`src/rtl/gcd_operand_sequencer.sv`:
```
// gcd_operand_sequencer: feeds operand pairs from a valid/ready stream into the
// subtractive GCD core. A is on the shared bus during the start pulse and B on
// the cycle after. The block then waits for done under a cycle limit and hands
// the result downstream. Zero operands are answered here and never reach the
// core, because the core would not terminate on them.
module gcd_operand_sequencer #(
  parameter int WIDTH   = 16,
  parameter int TIMEOUT = 1023,
  parameter int CNT_W   = 10
) (
  input  logic             clk,
  input  logic             rst,
  input  logic             in_valid,
  output logic             in_ready,
  input  logic [WIDTH-1:0] in_a,
  input  logic [WIDTH-1:0] in_b,
  output logic [WIDTH-1:0] gcd_data_in,
  output logic             gcd_start,
  input  logic             gcd_done,
  input  logic [WIDTH-1:0] gcd_result,
  output logic             out_valid,
  input  logic             out_ready,
  output logic [WIDTH-1:0] out_result,
  output logic             out_err
);

  typedef enum logic [2:0] {IDLE, LOAD_A, LOAD_B, RUN, HOLD} state_t;

  // The last RUN cycle has counter value TIMEOUT-1, which gives exactly
  // TIMEOUT RUN cycles before the abort.
  localparam logic [CNT_W-1:0] CNT_LAST = CNT_W'(TIMEOUT - 1);

  state_t             state;
  logic [WIDTH-1:0]   a_q;
  logic [WIDTH-1:0]   b_q;
  logic [CNT_W-1:0]   cnt;

  // Sequencer FSM. Each output is loaded with the value it must have in the
  // state being entered, so no input reaches an output in the same cycle.
  always_ff @(posedge clk) begin
    if (rst) begin
      state       <= IDLE;
      a_q         <= '0;
      b_q         <= '0;
      cnt         <= '0;
      in_ready    <= 1'b1;
      gcd_start   <= 1'b0;
      gcd_data_in <= '0;
      out_valid   <= 1'b0;
      out_result  <= '0;
      out_err     <= 1'b0;
    end else begin
      case (state)
        IDLE: begin
          if (in_valid) begin
            a_q         <= in_a;
            b_q         <= in_b;
            gcd_data_in <= in_a;
            in_ready    <= 1'b0;
            if (in_a != '0 && in_b != '0) begin
              gcd_start <= 1'b1;
              state     <= LOAD_A;
            end else begin
              // gcd(x,0) = x; both zero has no answer and is flagged.
              out_result <= (in_a != '0) ? in_a : in_b;
              out_err    <= (in_a == '0) && (in_b == '0);
              out_valid  <= 1'b1;
              state      <= HOLD;
            end
          end
        end
        LOAD_A: begin
          // The core latches A on this edge. B goes on the bus next.
          gcd_start   <= 1'b0;
          gcd_data_in <= b_q;
          state       <= LOAD_B;
        end
        LOAD_B: begin
          cnt   <= '0;
          state <= RUN;
        end
        RUN: begin
          // On the first RUN cycle, done can still be high from the previous run.
          if (cnt != '0 && gcd_done) begin
            out_result <= gcd_result;
            out_err    <= 1'b0;
            out_valid  <= 1'b1;
            state      <= HOLD;
          end else if (cnt == CNT_LAST) begin
            out_result <= '0;
            out_err    <= 1'b1;
            out_valid  <= 1'b1;
            state      <= HOLD;
          end else begin
            cnt <= cnt + 1'b1;
          end
        end
        HOLD: begin
          if (out_ready) begin
            out_valid   <= 1'b0;
            in_ready    <= 1'b1;
            gcd_data_in <= a_q;
            state       <= IDLE;
          end
        end
        default: begin
          state <= IDLE;
        end
      endcase
    end
  end

endmodule
```
`config.mk`:
```
export PLATFORM = sky130hd
export DESIGN_NAME = gcd_operand_sequencer
export DESIGN_NICKNAME = d
export VERILOG_FILES = /design/src/rtl/gcd_operand_sequencer.sv
export SDC_FILE = /design/constraint.sdc
export NUM_CORES = 1
export LEC_CHECK = 0
export BUFFER_PORTS_ARGS = -buffer_cell sky130_fd_sc_hd__buf_2
export CORE_ASPECT_RATIO = 1.4
export CORE_MARGIN = 2
export CORE_UTILIZATION = 54
export DETAILED_ROUTE_END_ITERATION = 8
export GPL_ROUTABILITY_DRIVEN = 0
export PLACE_DENSITY = 0.76
export SKIP_CTS_REPAIR_TIMING = 1
export SYNTH_ARGS = -nofsm -noshare
export SYNTH_HDL_FRONTEND = slang
export SYNTH_SLANG_ARGS = --single-unit
```
`constraint.sdc`:
```
create_clock -name clk -period 2.63 [get_ports clk]
set_input_delay 0.3945 -clock clk [delete_from_list [all_inputs] [get_ports clk]]
set_output_delay 0.3945 -clock clk [all_outputs]
set_load 0.02 [all_outputs]
```
==> impl_metrics.json <==
{
  "required_ns": 2.87,
  "htreeDepth": 3,
  "clkSinkCount": 81,
  "dieArea_um2": 7850,
  "end_kind": "flop",
  "synth.cells.most_frequent": "108 x nand2_1, 81 x dfxtp_1, 51 x a21oi_1, 29 x nor2_1, 27 x nor3_1",
  "antenna_found_initial": 0,
  "period_share": 0.813,
  "ios": 89,
  "initial_utilization": 0.557,
  "fin_util": 0.661,
  "finalSetupViolCount": 0,
  "async_reset_ff_frac": 0,
  "synth_edf_count": 0,
  "vdd_drop_max_mv": 0.303,
  "period_needed_ns": 2.14,
  "synthFlopType": "dfxtp_1",
  "synth_most_common_cell": "nand2_1",
  "clk_latency_ns": 0.36,
  "crit_type": "reg2reg",
  "layout.nets": 597,
  "layout-drive-gt1-share": 0.266,
  "tightestPinTransition_ns": 0.824,
  "synth_fp_nets": 526,
  "setup-tns-final_ns": 0,
  "vias": 3841,
  "synthTopCellsByArea": "dfxtp_1 42%, nand2_1 10%, a21oi_1 6.6%",
  "status": "finished, final reports clean",
  "cts_made_buffers": 9,
  "cap_violations": 0,
  "start_kind": "flop",
  "cts_tree": "done",
  "p_total_w": 0.00333,
  "grt-ovfl-total": 0,
  "syn_inst": 470,
  "power_leakage_nw": 1.81,
  "routed_wl_um": 10600,
  "routedWlPerCell_um": 16.5,
  "grt_first_pass_wirelength_um": 17400,
  "synthDistinctLibCells": 48,
  "slew_viol_final": 0,
  "grt_max_degree": 36,
  "drtIter0Drc": 387,
  "core_um2": 6940,
  "die_h_um": 104,
  "rsz0062_at_grt": "false",
  "place_hpwl_um": 7390,
  "clkTransAtPathRegs_ns": 0.08,
  "first_pass_iters": 5,
  "relSlewSlack": 0.449,
  "yosysTopAreaCellShare": 0.420,
  "skew_ns": 0.00733,
  "worstPathArrival_ns": 2.38,
  "synth-seq-cells": 81,
  "rows": 36,
  "crit_fanout": 35,
  "route.detailed.drc": 0,
  "grt_pass1_vias": 3601,
  "yosysWarningCount": 0,
  "ys_seq_area_frac": 0.420,
  "vias_per_cell": 5.99,
  "syn_to_final_growth_pct": 18.6,
  "fillCellCount": 629,
  "syn_area_per_cell_um2": 8.22,
  "die-width_um": 75.5,
  "hp-class": "in2reg",
  "synth_area_um2": 3860,
  "synth_top_cell_by_area": "dfxtp_1",
  "cts_root_buf": "clkbuf_8",
  "max_freq_mhz": 467,
  "insertedDiodeCount": 0,
  "drtAntennaViolNets": 0,
  "grt_usage": 0.282,
  "powerDensity_nw_per_um2": 727,
  "cts_max_path_buffers": 2,
  "portBuffers": 88,
  "hold_viol_final": 0
}
area by class of cell:
cell class | count | area [um^2] | area share
Tap cell | 95 | 119 | 0.0259
Multi-Input combinational cell | 347 | 2070 | 0.452
Inverter | 4 | 15.0 | 0.00328
Clock buffer | 11 | 151 | 0.0330
Clock inverter | 5 | 77.6 | 0.0169
Sequential cell | 81 | 1620 | 0.354
Timing Repair Buffer | 98 | 528 | 0.115
path summary, 6_finish.rpt:
| check | from | to | slack [ns] | cells after the start |
|---|---|---|---|---|
| worst min-delay path | in_b[10] | b_q[10] | 0.31 | 3 |
| worst max register to register | cnt[3] | out_result[10] | 0.49 | 5 |
| worst max-delay path | cnt[3] | out_result[10] | 0.49 | 5 |
| worst min register to register | in_ready | in_ready | 0.44 | 2 |
routing by layer:
layer	routed length (um)	track usage	share of wire
met5	0	0	0
met4	294	0.115	0.028
met3	734	0.0514	0.069
met2	5070	0.429	0.48
met1	4490	0.387	0.42
logic make-up (layout without fill, tap and decap cells):
family          after synthesis  after routing  synth area share
mux                           1              1           0.00259
flops                        81             81             0.420
xor+xnor                      8              8            0.0181
simple gates                217            217             0.276
buf+inv                      42            118            0.0476
compound gates              118            118             0.226
fa+ha+maj                     3              3           0.00972
worst max-delay path: stages (launching register included):
cell and delay [ns]:
dfxtp_1 0.42, and4_1 0.36, nand2_1 0.15, o21bai_4 0.69, o221a_1 0.34, nor3_2 0.05
flip-flops by register name, indices dropped and copies added (netlist names):
register     flops
state            3
gcd_data_in     16
out_result      16
out_err          1
a_q             16
in_ready         1
out_valid        1
b_q             16
cnt             10
gcd_start        1
stage by stage:
step / setup WS [ns] / cell area [um^2] / std cells / hold WS, ns
global route: 0.341 / 4580 / 641 / 0.306
CTS: 0.527 / 4580 / 641 / 0.289
detailed placement: 0.319 / 4350 / 625 / 0.434
floorplan: 0.603 / 3860 / 470 / 0.436
finish: 0.491 / 4580 / 641 / 0.307
global placement: 0.349 / 4350 / 625 / 0.430
where the power goes:
part           internal [W]  total [W]  leakage [nW]  switching (W)
clock              0.000583    0.00103         0.115       0.000446
combinational      0.000284   0.000828          1.03       0.000544
sequential          0.00138    0.00148         0.662      0.0000993
cells in the final DEF (no fill, tap or decap), drive strengths merged:
cell type  instances
a311oi            18
nor4              11
buf               98
a31oi              5
nand4              3
a31o               2
and3b              1
nand2b             3
nand3              4
mux2i              1
and4               2
xnor2              8
a21oi             52
nor3b              2
o211ai             1
nor4b              2
nor3              40
bufinv             2
or4b               1
inv                4
o41ai              1
o21bai             1
a211oi             2
dfxtp             81
a21o               1
or3                1
and3               1
or2                2
ha                 3
nand2            108
clkbuf            11
clkinvlp           1
nand3b             1
nor2              30
o221a             16
and2               5
o21ai              3
clkinv             2
a22oi             16
No activity file was read; power rests on OpenSTA's default activity.
